[config.mk]
export PLATFORM = sky130hd
export DESIGN_NAME = amo_sequencer
export DESIGN_NICKNAME = d
export VERILOG_FILES = /design/src/rtl/amo_sequencer_pkg.sv /design/src/rtl/amo_alu.sv /design/src/rtl/amo_sequencer.sv
export SDC_FILE = /design/constraint.sdc
export NUM_CORES = 1
export LEC_CHECK = 0
export CAP_MARGIN = 5
export CORE_MARGIN = 4
export CORE_UTILIZATION = 45
export DETAILED_ROUTE_END_ITERATION = 8
export PLACE_DENSITY = 0.81
export SLEW_MARGIN = 30
export SYNTH_ARGS = -nofsm -noshare
export SYNTH_HDL_FRONTEND = slang
export SYNTH_SLANG_ARGS = --single-unit
[constraint.sdc]
create_clock -name clk -period 6.1 [get_ports clk]
set_input_delay 0.61 -clock clk [delete_from_list [all_inputs] [get_ports clk]]
set_output_delay 0.61 -clock clk [all_outputs]
set_load 0.1 [all_outputs]
[src/rtl/amo_sequencer_pkg.sv]
`default_nettype none
// +----------------------------------------------------------------------------+
// | amo_sequencer_pkg : shared types and constants for the RV64A sequencer     |
// | Revision: 1.0                                                              |
// +----------------------------------------------------------------------------+
package amo_sequencer_pkg;

    localparam int AMO_XLEN     = 64;
    localparam int AMO_RESV_LSB = 3;

    localparam logic [2:0] LW_SW = 3'b010;
    localparam logic [2:0] LD_SD = 3'b011;

    typedef enum logic [4:0] {
        AMO_ADD  = 5'b00000,
        AMO_SWAP = 5'b00001,
        AMO_LR   = 5'b00010,
        AMO_SC   = 5'b00011,
        AMO_XOR  = 5'b00100,
        AMO_OR   = 5'b01000,
        AMO_AND  = 5'b01100,
        AMO_MIN  = 5'b10000,
        AMO_MAX  = 5'b10100,
        AMO_MINU = 5'b11000,
        AMO_MAXU = 5'b11100
    } funct5_amo_type_t;

    typedef enum logic [1:0] {
        IDLE  = 2'd0,
        READ  = 2'd1,
        WRITE = 2'd2,
        RESP  = 2'd3
    } amo_state_t;

    typedef struct packed {
        logic                             valid;
        logic [AMO_XLEN-AMO_RESV_LSB-1:0] granule;
    } amo_resv_t;

    function automatic logic funct5_legal(input logic [4:0] f);
        case (f)
            AMO_ADD, AMO_SWAP, AMO_LR, AMO_SC, AMO_XOR, AMO_OR, AMO_AND,
            AMO_MIN, AMO_MAX, AMO_MINU, AMO_MAXU: return 1'b1;
            default:                              return 1'b0;
        endcase
    endfunction

endpackage
`default_nettype wire

[src/rtl/amo_alu.sv]
`default_nettype none
// +----------------------------------------------------------------------------+
// | amo_alu : combinational read-modify-write operator for AMO* instructions   |
// | Revision: 1.0                                                              |
// +----------------------------------------------------------------------------+
module amo_alu
    import amo_sequencer_pkg::*;
#(
    parameter int XLEN = 64
) (
    input  logic [4:0]      funct5_i,
    input  logic            is_word_i,
    input  logic [XLEN-1:0] old_i,
    input  logic [XLEN-1:0] rs2_i,
    output logic [XLEN-1:0] new_o
);

    // Word ops: sign-extend for signed compare, zero-extend for unsigned compare,
    // so a single XLEN-wide comparator serves both widths.
    logic [XLEN-1:0] w_a_s, w_b_s, w_a_u, w_b_u, w_res;
    logic            w_lt_s, w_lt_u;

    assign w_a_s  = is_word_i ? {{(XLEN-32){old_i[31]}}, old_i[31:0]} : old_i;
    assign w_b_s  = is_word_i ? {{(XLEN-32){rs2_i[31]}}, rs2_i[31:0]} : rs2_i;
    assign w_a_u  = is_word_i ? {{(XLEN-32){1'b0}}, old_i[31:0]} : old_i;
    assign w_b_u  = is_word_i ? {{(XLEN-32){1'b0}}, rs2_i[31:0]} : rs2_i;
    assign w_lt_s = $signed(w_a_s) < $signed(w_b_s);
    assign w_lt_u = w_a_u < w_b_u;

    always_comb begin
        w_res = w_b_s;
        case (funct5_i)
            AMO_ADD:  w_res = w_a_s + w_b_s;
            AMO_XOR:  w_res = w_a_s ^ w_b_s;
            AMO_OR:   w_res = w_a_s | w_b_s;
            AMO_AND:  w_res = w_a_s & w_b_s;
            AMO_MIN:  w_res = w_lt_s ? w_a_s : w_b_s;
            AMO_MAX:  w_res = w_lt_s ? w_b_s : w_a_s;
            AMO_MINU: w_res = w_lt_u ? w_a_u : w_b_u;
            AMO_MAXU: w_res = w_lt_u ? w_b_u : w_a_u;
            default:  w_res = w_b_s;
        endcase
    end

    assign new_o = is_word_i ? {{(XLEN-32){1'b0}}, w_res[31:0]} : w_res;

endmodule
`default_nettype wire

[src/rtl/amo_sequencer.sv]
`default_nettype none
// +----------------------------------------------------------------------------+
// | amo_sequencer : LR/SC/AMO read-modify-write sequencer with reservation     |
// | Revision: 1.0                                                              |
// +----------------------------------------------------------------------------+
module amo_sequencer
    import amo_sequencer_pkg::*;
#(
    parameter int XLEN     = 64,
    parameter int RESV_LSB = 3
) (
    input  logic            clk,
    input  logic            rst_n,
    input  logic            req_valid_i,
    output logic            req_ready_o,
    input  logic [4:0]      req_funct5_i,
    input  logic [2:0]      req_funct3_i,
    input  logic [XLEN-1:0] req_addr_i,
    input  logic [XLEN-1:0] req_data_i,
    output logic            resp_valid_o,
    output logic [XLEN-1:0] resp_data_o,
    output logic            resp_err_o,
    output logic            mem_req_o,
    output logic            mem_we_o,
    output logic [XLEN-1:0] mem_addr_o,
    output logic [XLEN-1:0] mem_wdata_o,
    output logic            mem_dword_o,
    input  logic            mem_ack_i,
    input  logic [XLEN-1:0] mem_rdata_i,
    input  logic            mem_err_i,
    input  logic            snoop_st_i,
    input  logic [XLEN-1:0] snoop_addr_i,
    input  logic            flush_i
);

    amo_state_t      state_q, state_d;
    amo_resv_t       resv_q, resv_d, w_resv_cand;
    logic [4:0]      funct5_q, funct5_d;
    logic            is_word_q, is_word_d;
    logic [XLEN-1:0] rs2_q, rs2_d, rd_q, rd_d;
    logic            err_q, err_d;
    logic            mem_req_q, mem_req_d, mem_we_q, mem_we_d, mem_dword_q, mem_dword_d;
    logic [XLEN-1:0] mem_addr_q, mem_addr_d, mem_wdata_q, mem_wdata_d;

    logic                     w_req_word, w_req_bad, w_sc_ok, w_resv_set, w_resv_clr;
    logic [XLEN-RESV_LSB-1:0] w_req_gran, w_snoop_gran, w_mem_gran;
    logic [XLEN-1:0]          w_alu_new, w_rd_ext;
    logic                     unused_snoop_lsb;

    assign unused_snoop_lsb = ^snoop_addr_i[RESV_LSB-1:0];

    assign w_req_word   = (req_funct3_i == LW_SW);
    assign w_req_bad    = !((req_funct3_i == LW_SW) || (req_funct3_i == LD_SD))
                        || !funct5_legal(req_funct5_i)
                        || (w_req_word ? (req_addr_i[1:0] != 2'b00) : (req_addr_i[2:0] != 3'b000));
    assign w_req_gran   = req_addr_i[XLEN-1:RESV_LSB];
    assign w_snoop_gran = snoop_addr_i[XLEN-1:RESV_LSB];
    assign w_mem_gran   = mem_addr_q[XLEN-1:RESV_LSB];
    // A same-cycle conflicting store or flush must already defeat the SC.
    assign w_sc_ok      = resv_q.valid && (resv_q.granule == w_req_gran) && !flush_i
                        && !(snoop_st_i && (w_snoop_gran == w_req_gran));
    assign w_rd_ext     = is_word_q ? {{(XLEN-32){mem_rdata_i[31]}}, mem_rdata_i[31:0]} : mem_rdata_i;

    amo_alu #(.XLEN(XLEN)) u_alu (
        .funct5_i  (funct5_q),
        .is_word_i (is_word_q),
        .old_i     (mem_rdata_i),
        .rs2_i     (rs2_q),
        .new_o     (w_alu_new)
    );

    always_comb begin
        state_d     = state_q;
        funct5_d    = funct5_q;
        is_word_d   = is_word_q;
        rs2_d       = rs2_q;
        rd_d        = rd_q;
        err_d       = err_q;
        mem_req_d   = mem_req_q;
        mem_we_d    = mem_we_q;
        mem_addr_d  = mem_addr_q;
        mem_wdata_d = mem_wdata_q;
        mem_dword_d = mem_dword_q;
        w_resv_set  = 1'b0;
        w_resv_clr  = 1'b0;
        case (state_q)
            IDLE: if (req_valid_i) begin
                funct5_d    = req_funct5_i;
                is_word_d   = w_req_word;
                rs2_d       = req_data_i;
                mem_addr_d  = req_addr_i;
                mem_dword_d = !w_req_word;
                err_d       = 1'b0;
                rd_d        = '0;
                if (w_req_bad) begin
                    err_d      = 1'b1;
                    w_resv_clr = 1'b1;
                    state_d    = RESP;
                end else if (req_funct5_i == AMO_SC) begin
                    w_resv_clr = 1'b1;
                    if (w_sc_ok) begin
                        mem_req_d   = 1'b1;
                        mem_we_d    = 1'b1;
                        mem_wdata_d = w_req_word ? {{(XLEN-32){1'b0}}, req_data_i[31:0]} : req_data_i;
                        state_d     = WRITE;
                    end else begin
                        rd_d    = {{(XLEN-1){1'b0}}, 1'b1};
                        state_d = RESP;
                    end
                end else begin
                    mem_req_d = 1'b1;
                    mem_we_d  = 1'b0;
                    state_d   = READ;
                end
            end
            READ: if (mem_ack_i) begin
                if (mem_err_i) begin
                    err_d      = 1'b1;
                    rd_d       = '0;
                    mem_req_d  = 1'b0;
                    w_resv_clr = 1'b1;
                    state_d    = RESP;
                end else begin
                    rd_d = w_rd_ext;
                    if (funct5_q == AMO_LR) begin
                        mem_req_d  = 1'b0;
                        w_resv_set = 1'b1;
                        state_d    = RESP;
                    end else begin
                        mem_we_d    = 1'b1;
                        mem_wdata_d = w_alu_new;
                        state_d     = WRITE;
                    end
                end
            end
            WRITE: if (mem_ack_i) begin
                mem_req_d = 1'b0;
                mem_we_d  = 1'b0;
                state_d   = RESP;
                if (mem_err_i) begin
                    err_d      = 1'b1;
                    rd_d       = '0;
                    w_resv_clr = 1'b1;
                end
            end
            RESP:    state_d = IDLE;
            default: state_d = IDLE;
        endcase
    end

    // Clears are applied after a set so a coinciding snoop/flush wins over LR.
    always_comb begin
        w_resv_cand = w_resv_set ? {1'b1, w_mem_gran} : resv_q;
        resv_d      = w_resv_cand;
        if (w_resv_clr || flush_i || (snoop_st_i && (w_snoop_gran == w_resv_cand.granule))) begin
            resv_d.valid = 1'b0;
        end
    end

    always_ff @(posedge clk) begin
        if (!rst_n) begin
            state_q     <= IDLE;
            resv_q      <= '0;
            funct5_q    <= '0;
            is_word_q   <= 1'b0;
            rs2_q       <= '0;
            rd_q        <= '0;
            err_q       <= 1'b0;
            mem_req_q   <= 1'b0;
            mem_we_q    <= 1'b0;
            mem_addr_q  <= '0;
            mem_wdata_q <= '0;
            mem_dword_q <= 1'b0;
        end else begin
            state_q     <= state_d;
            resv_q      <= resv_d;
            funct5_q    <= funct5_d;
            is_word_q   <= is_word_d;
            rs2_q       <= rs2_d;
            rd_q        <= rd_d;
            err_q       <= err_d;
            mem_req_q   <= mem_req_d;
            mem_we_q    <= mem_we_d;
            mem_addr_q  <= mem_addr_d;
            mem_wdata_q <= mem_wdata_d;
            mem_dword_q <= mem_dword_d;
        end
    end

    assign req_ready_o  = (state_q == IDLE);
    assign resp_valid_o = (state_q == RESP);
    assign resp_data_o  = resp_valid_o ? rd_q : '0;
    assign resp_err_o   = resp_valid_o && err_q;
    assign mem_req_o    = mem_req_q;
    assign mem_we_o     = mem_we_q;
    assign mem_addr_o   = mem_addr_q;
    assign mem_wdata_o  = mem_wdata_q;
    assign mem_dword_o  = mem_dword_q;

endmodule
`default_nettype wire

Word-level counts from Yosys, hierarchy flattened. Memory sizes are Yosys's and may differ from the RTL's. Index checks and enable logic that the tools add are counted.

Add/sub/neg operators: 1. Bitwise gates (word level): 4. $lt $le $gt $ge: 2. Muxes and demuxes: 71. Multipliers: 0. Divide/modulo/power cells: 0. Reduce and logical (&&, ||, !) cells: 32. Equality and inequality tests: 30. Shift-type cells: 0.

Operators with widths (count): $mux 64 (23); $pmux 64 s8 (1); $pmux 64 s3 (1); $eq 61x61->1 (3); $lt 64x64->1 (2); $pmux 64 s2 (1); $add 64x64->64 (1); $and 64x64->64 (1); $or 64x64->64 (1); $xor 64x64->64 (1); $mux 61 (1); $mux 1 (34); $eq 5x5->1 const B (4); $reduce_and 8->1 (2); $ne 2x2->1 const B (7); $eq 5x2->1 const B (2); $eq 5x4->1 const B (2); $mux 2 (5); $ne 2x1->1 const B (4); $pmux 2 s4 (1); $reduce_and 7->1 (1); $eq 3x2->1 const B (2); $logic_and 1x1->1 (6); $ne 3x3->1 const B (2); 17 further kinds (32).

Logic and storage cells: 154. Output and inout port bits: 198. Bits in latches: 0. Memories kept: 1. Bits in writable memories: 0. Register bits after elaboration: 330. Memory bits (read-only): 32. Bits of input ports: 271.

Memories: (name not given) (words 32, width 1, read ports 1, clocked after memory_dff 0, wr ports 0, RTL line amo_sequencer_pkg.sv:41) `case (f)`.

Longest topological paths before layout.
Depth after elaboration: 11. Gate-level depth with buffers: 20. Gate-level depth less buffers: 16.

Hierarchy. Synthesis repeated with hierarchy kept, for this count alone.

Cell total of the unflattened synthesis: 4068. Area, all modules: 28942.8 um^2.

By module, submodules not included: amo_sequencer (times used 1, cells each 2168, area an instance 16729.8 um^2, sequential area each 6606.3 um^2); amo_alu (times used 1, cells each 1900, area an instance 12213.0 um^2, sequential area each 0.0 um^2).

Least setup slack after synthesis. No wires, ideal clock.

Kind: input -> register. Start point: in mem_rdata_i[31]. End point: reg mem_wdata_q[31] (netlist: mem_wdata_o[31]). Library setup time: 121 ps. Arrival time: 4166 ps. Stages on the path: 17. Buffers on the path: 4. Setup slack: 1813 ps. Required time: 5979 ps. Cell sequence: and2_1 > clkbuf_1 > clkbuf_1 > nor2_1 > ha_1 > buf_2 > nor4_1 > nand3_1 > or4b_1 > nor3_2 > a21oi_2 > xor2_2 > a22o_4 > buf_6 > a211o_1 > a2bb2oi_2 > o31ai_1.

Longest elaborated chain between the ends: 9. Elaborated cells on any way between the ends: 18. Classes of those cells: add/sub: 1; order compare: 2; mux: 12; bitwise: 3.

Ends and longest elaborated chain: from (decl) (RTL line amo_sequencer.sv:29) `input logic [XLEN-1:0] mem_rdata_i,`; $mux 64, on equally long branches (RTL line amo_alu.sv:25, amo_alu.sv:23); $lt 64x64->1, on equally long branches (RTL line amo_alu.sv:28, amo_alu.sv:27); $mux 64, on equally long branches; $pmux 64 s8 (*) (RTL line amo_alu.sv:32) `case (funct5_i)`; $mux 64 (*) (RTL line amo_alu.sv:45) `assign new_o = is_word_i ? {{(XLEN-32){1'b0}}, w_res[31:0]} : w_res;`; $mux 64 (*) (RTL line amo_sequencer.sv:125) `if (funct5_q == AMO_LR) begin`; $mux 64 (*) (RTL line amo_sequencer.sv:117) `if (mem_err_i) begin`; $mux 64 (*) (RTL line amo_sequencer.sv:116) `READ: if (mem_ack_i) begin`; $pmux 64 s2 (*) (RTL line amo_sequencer.sv:86) `case (state_q)`; to (signal assigned) (RTL line amo_sequencer.sv:185) `mem_wdata_q <= mem_wdata_d;`; to (decl) (RTL line amo_sequencer.sv:43) `logic [XLEN-1:0] mem_addr_q, mem_addr_d, mem_wdata_q, mem_wdata_d;`.

Mark *: on every way between the ends. The rest lies on a longest branch, timed or not. The select of a mux whose other input is x is not followed. A chain may end at the register's enable or synchronous reset.

Worst setup path in the final report.
Start point: reg is_word_q. End point: reg mem_wdata_q[27] (netlist: mem_wdata_o[27]).

Longest elaborated chain between the ends: 9. Elaborated cells on any way between the ends: 16. Classes of those cells: order compare: 2; mux: 14.

Ends and longest elaborated chain: from (decl) (RTL line amo_sequencer.sv:39) `logic is_word_q, is_word_d;`; from (signal assigned) (RTL line amo_sequencer.sv:178) `is_word_q <= is_word_d;`; $mux 64, on equally long branches; $lt 64x64->1, on equally long branches (RTL line amo_alu.sv:28, amo_alu.sv:27); $mux 64, on equally long branches; $pmux 64 s8 (*) (RTL line amo_alu.sv:32); $mux 64 (*) (RTL line amo_alu.sv:45); $mux 64 (*) (RTL line amo_sequencer.sv:125); $mux 64 (*) (RTL line amo_sequencer.sv:117); $mux 64 (*) (RTL line amo_sequencer.sv:116); $pmux 64 s2 (*) (RTL line amo_sequencer.sv:86).

Marked as above.

==> impl_summary.log <==
INFO  metric cts_tree = built
INFO  metric hold_viol = 0
INFO  metric power_density = 336 nW/um^2
INFO  metric slew_viol_final = 0
INFO  metric grt_antenna_before_repair = 12
INFO  metric drt-initial-drc-count = between 3000 and 4000
INFO  metric slew_headroom = ~31%
INFO  metric num_vias = a little over 30000
INFO  metric synth_enable_flop_cells = 0
INFO  metric data_arrival_time_of_the_critical_path = 5.74 ns
INFO  metric track_usage = 35.9%
INFO  metric syn_to_final_growth = 23.6%
INFO  metric rsz0062_at_grt = no
INFO  metric power.clock.fraction = between 20% and 30%
INFO  metric setup_slack_of_the_worst_register_to_register_path = 0.77 ns
INFO  metric final-setup-viol-count = 0
INFO  metric cts.root.buffer_cell = sky130_fd_sc_hd__clkbuf_16
INFO  metric yosys_register_bits = 330
INFO  metric cpMaxStageDelayCell = sky130_fd_sc_hd__dfxtp_2
INFO  metric holdCritPathClass = reg2reg
INFO  metric worstSetupPathType = reg2reg
INFO  metric h-tree-depth = 2
INFO  metric placedInstanceArea = roughly 33000 um^2
INFO  metric pwr-share-seq = roughly 23%
INFO  metric startpoint_type = flop
INFO  metric synth_flop_cell = sky130_fd_sc_hd__dfxtp_1
INFO  metric global_route.overflow_total = 0
INFO  metric ioPinCount = around 470
INFO  metric via_count_of_the_first_global_routing_pass = between 20000 and 30000
INFO  metric outcome = finished clean
INFO  metric avgRoutedWirePerCell = between 20 and 30 um
INFO  metric ff_latch_area = 6610 um^2
INFO  metric vert_die_dim = around 260 um
INFO  metric worstPathRequired = approximately 6.5 ns
INFO  metric path_max_fanout = 33
INFO  metric io_buffers = between 400 and 500
INFO  metric multiInputGateArea = between 15000 and 20000 um^2
INFO  metric pwr-share-comb = around 55%
INFO  metric die_width = about 260 um
INFO  metric critPathMaxStageDelay = about 0.78 ns
INFO  metric route.detailed.drc = 0
INFO  metric swShare = between 50% and 60%
INFO  metric drt_wl_total = 123 mm
INFO  metric synthArstFlopShare = 0%
INFO  metric ctsHoldBuffers = 0
INFO  metric worst_case_reg_to_reg_path_depth = 16
INFO  metric worstSetupPathDepth = 16
INFO  metric fillerInstances = approximately 5600
INFO  metric place_hpwl = roughly 92 mm
INFO  metric min_path_cells = 2
INFO  metric critical_path.n_buffers_inverters = 2
INFO  metric critical_path.reg2reg.endpoint = mem_wdata_o[27]
INFO  metric endpoint_kind = flop
INFO  metric place_congestion = roughly 1.1
INFO  metric fin_worst_skew = 0.0168 ns
INFO  metric yosysWarningCount = 0
INFO  metric clock_tree.buffer_depth = 3
INFO  metric synth_area = between 20000 and 30000 um^2
INFO  metric ir_drop = 0.000284 V
INFO  metric route.detailed.vias_per_inst = 6.18
INFO  metric detail_route.first_pass.iterations = 7
INFO  metric internal_power = between 5000 and 6000 uW
INFO  metric synth.lib_cells_used.distinct = a little over 100
INFO  metric net-switching-power = roughly 5800 uW
INFO  metric floorplan.rows = 90
INFO  metric hold_ws = about 0.44 ns
INFO  metric maxClockFrequency = roughly 190 MHz
INFO  metric critical-path-top-cell-by-count = sky130_fd_sc_hd__nor4_1
INFO  metric drv.max_cap_violation_count = 0
INFO  metric post_route_cells_drive_above_1_share = under 10%
INFO  metric synth_sequential_area_ratio = between 20% and 30%
INFO  metric worstSkewPairLatency = a little under 0.6 ns
INFO  metric worst_path_dominant_cell_family = compound AO/OA/AOI/OAI gates
INFO  metric reg2reg_from = is_word_q
INFO  metric timing_worst_slew_pin_value = between 1 and 1.5 ns
INFO  metric post_route_clock_period_utilization = 87.3%
INFO  metric worstHoldEndpoint = rd_q[28]
INFO  metric cts_post_setup_buffers_inserted = 0
INFO  metric final_nets = 4595
INFO  metric setup_total_negative_slack = 0 ns
INFO  metric initial_utilization = a little under half
INFO  metric finish.instance_area = 34000 um^2
INFO  metric pin_count_of_the_biggest_net_entering_global_routing = 91
INFO  metric cts_made_buffers = 42
INFO  metric drtAntennaViolNets = 0
INFO  metric static-leakage-power = about 0.013 uW
INFO  metric cp_cell_sequence = buf_4 -> and2_1 -> buf_12 -> nor2_1 -> ha_1 -> nor4_1 -> nand4_1 -> a21oi_1 -> nor4_1 -> o211ai_1 -> a21oi_2 -> xor2_4 -> a22o_4 -> a221o_1 -> o21ai_1 -> a311oi_1
INFO  metric synth.avg_cell_area = ~7.3 um^2
INFO  metric finalCriticalPeriod = between 5 and 6 ns
INFO  metric core-area = 60400 um^2
INFO  metric cts_resized = 0
INFO  metric syn-instance-count = 3773
INFO  metric die_footprint = between 60000 and 70000 um^2
INFO  metric global_route_wire_length_before_repair = 179 mm
INFO  metric post-route-util = between 50% and 60%
INFO  metric clk_pin_slew_worst_paths = roughly 0.060 ns
INFO  metric hold_path_startpoint = rd_q[28]
INFO  metric postSynthNetCount = approximately 4300
INFO  metric cts.sink_count = between 300 and 400
-- layer usage --
layer / track usage (%) / routed length, um / vias up
met5: 0 / 108 / -
met1: 43.3 / 46300 / 14300
li1: - / - / 13900
met3: 8.32 / 12400 / 355
met2: 59.6 / 56400 / 1735
met4: 19.3 / 7960 / 16
-- logic make-up after synthesis --
kind of cell | share of synthesized area, %
mux | 3.61
simple gates | 24.9
compound gates | 24.1
buf+inv | 7.01
fa+ha+maj | 10.5
xor+xnor | 5.82
flops | 24.0
-- worst max-delay path by stage --
stage	to	slack, ns	start
finish	mem_wdata_o[27]	0.77	is_word_q
global route	mem_wdata_o[35]	0.69	is_word_q
CTS	mem_wdata_o[27]	0.95	is_word_q
detailed placement	mem_wdata_o[27]	0.62	mem_rdata_i[31]
global placement	mem_wdata_o[27]	0.75	mem_rdata_i[31]
floorplan	mem_wdata_o[31]	1.81	mem_rdata_i[31]
-- sequential cells by signal, summed over array words and instances, names as in the netlist --
register	flops
rd_q	64
mem_wdata_o	64
err_q	1
is_word_q	1
funct5_q	5
mem_we_o	1
state_q	2
mem_req_o	1
mem_addr_o	64
resv_q	62
rs2_q	64
mem_dword_o	1
-- cells in the final DEF, fill, tap and decap left out, drive strengths merged, types with 14 or more instances in the layout --
| cell | n |
|---|---|
| mux2i | 99 |
| a31oi | 34 |
| ha | 229 |
| nor2 | 292 |
| a21oi | 426 |
| o211ai | 48 |
| o21bai | 20 |
| nand4 | 85 |
| o22ai | 24 |
| a221oi | 42 |
| a22oi | 14 |
| a211oi | 44 |
| and2 | 85 |
| clkdlybuf4s50 | 442 |
| inv | 214 |
| a21o | 48 |
| xnor2 | 143 |
| dfxtp | 330 |
| nand3 | 82 |
| nor3 | 86 |
| buf | 99 |
| and3 | 20 |
| xor2 | 36 |
| clkbuf | 58 |
| a2111oi | 19 |
| o21ai | 169 |
| o2111ai | 18 |
| a311oi | 14 |
| nor4 | 47 |
| nand2 | 522 |
| nor2b | 56 |
| nand2b | 100 |
-- cell usage after synthesis, types with 11 or more instances --
cell                        count  area (um^2)
sky130_fd_sc_hd__nor4_1        44          275
sky130_fd_sc_hd__dfxtp_1      330         6610
sky130_fd_sc_hd__a2111oi_0     14          123
sky130_fd_sc_hd__nand4_1       85          532
sky130_fd_sc_hd__and3_1        20          125
sky130_fd_sc_hd__nand2_1      521         1960
sky130_fd_sc_hd__a221oi_1      38          333
sky130_fd_sc_hd__o21ai_0      156          781
sky130_fd_sc_hd__a311oi_1      13          114
sky130_fd_sc_hd__a211oi_1      39          293
sky130_fd_sc_hd__nor2b_1       56          350
sky130_fd_sc_hd__inv_1        203          762
sky130_fd_sc_hd__ha_1         229         2870
sky130_fd_sc_hd__a21oi_1      424         2120
sky130_fd_sc_hd__buf_4         15          113
sky130_fd_sc_hd__o21ai_1       11         55.1
sky130_fd_sc_hd__o221ai_1      12          105
sky130_fd_sc_hd__a22oi_1       14          105
sky130_fd_sc_hd__nand3_1       81          405
sky130_fd_sc_hd__buf_2         40          200
sky130_fd_sc_hd__buf_1         18         67.6
sky130_fd_sc_hd__clkbuf_1     186          698
sky130_fd_sc_hd__nand2b_1     100          626
sky130_fd_sc_hd__nor3_1        84          420
sky130_fd_sc_hd__a21o_1        48          360
sky130_fd_sc_hd__o211ai_1      48          360
sky130_fd_sc_hd__a31oi_1       33          206
sky130_fd_sc_hd__o2111ai_1     18          158
sky130_fd_sc_hd__o21a_1        11         82.6
sky130_fd_sc_hd__xnor2_1      141         1230
sky130_fd_sc_hd__and2_1        84          526
sky130_fd_sc_hd__xor2_1        34          298
sky130_fd_sc_hd__o22ai_1       23          144
sky130_fd_sc_hd__nor2_1       289         1080
sky130_fd_sc_hd__or3_1         12         75.1
sky130_fd_sc_hd__o21bai_1      20          150
sky130_fd_sc_hd__mux2i_1       99          991
-- power by group through the flow --
stage	Combinational, uW	Sequential, uW	Clock (uW)
floorplan	3330	3500	0
global placement	6070	2650	0
detailed placement	6100	2660	0
CTS	6120	2610	2570
global route	6630	2650	2650
finish	6250	2620	2550
-- per-stage QoR --
step / worst slack [ns] / total power (uW) / std cells
global placement: 0.746 / 8720 / 4832
floorplan: 1.81 / 6820 / 3773
detailed placement: 0.620 / 8760 / 4832
global route: 0.690 / 11900 / 4908
CTS: 0.953 / 11300 / 4907
finish: 0.773 / 11400 / 4910
-- cell type report --
cell class / instances / area share [%]
Multi-Input combinational cell: 2968 / 56.0
Sequential cell: 330 / 19.5
Timing Repair Buffer: 541 / 15.2
Clock buffer: 58 / 3.51
Tap cell: 782 / 2.88
Inverter: 211 / 2.35
Clock inverter: 17 / 0.538
Antenna cell: 3 / 0.0221
-- tightest hold or removal path: cells and delay by family (launching register included) --
kind               cells  cell delay, ns
DFF                    1            0.30
AOI/OAI and AO/OA      1            0.05
and+or+nand+nor        1            0.05
Note: power is estimated with default switching activity, not from simulation.
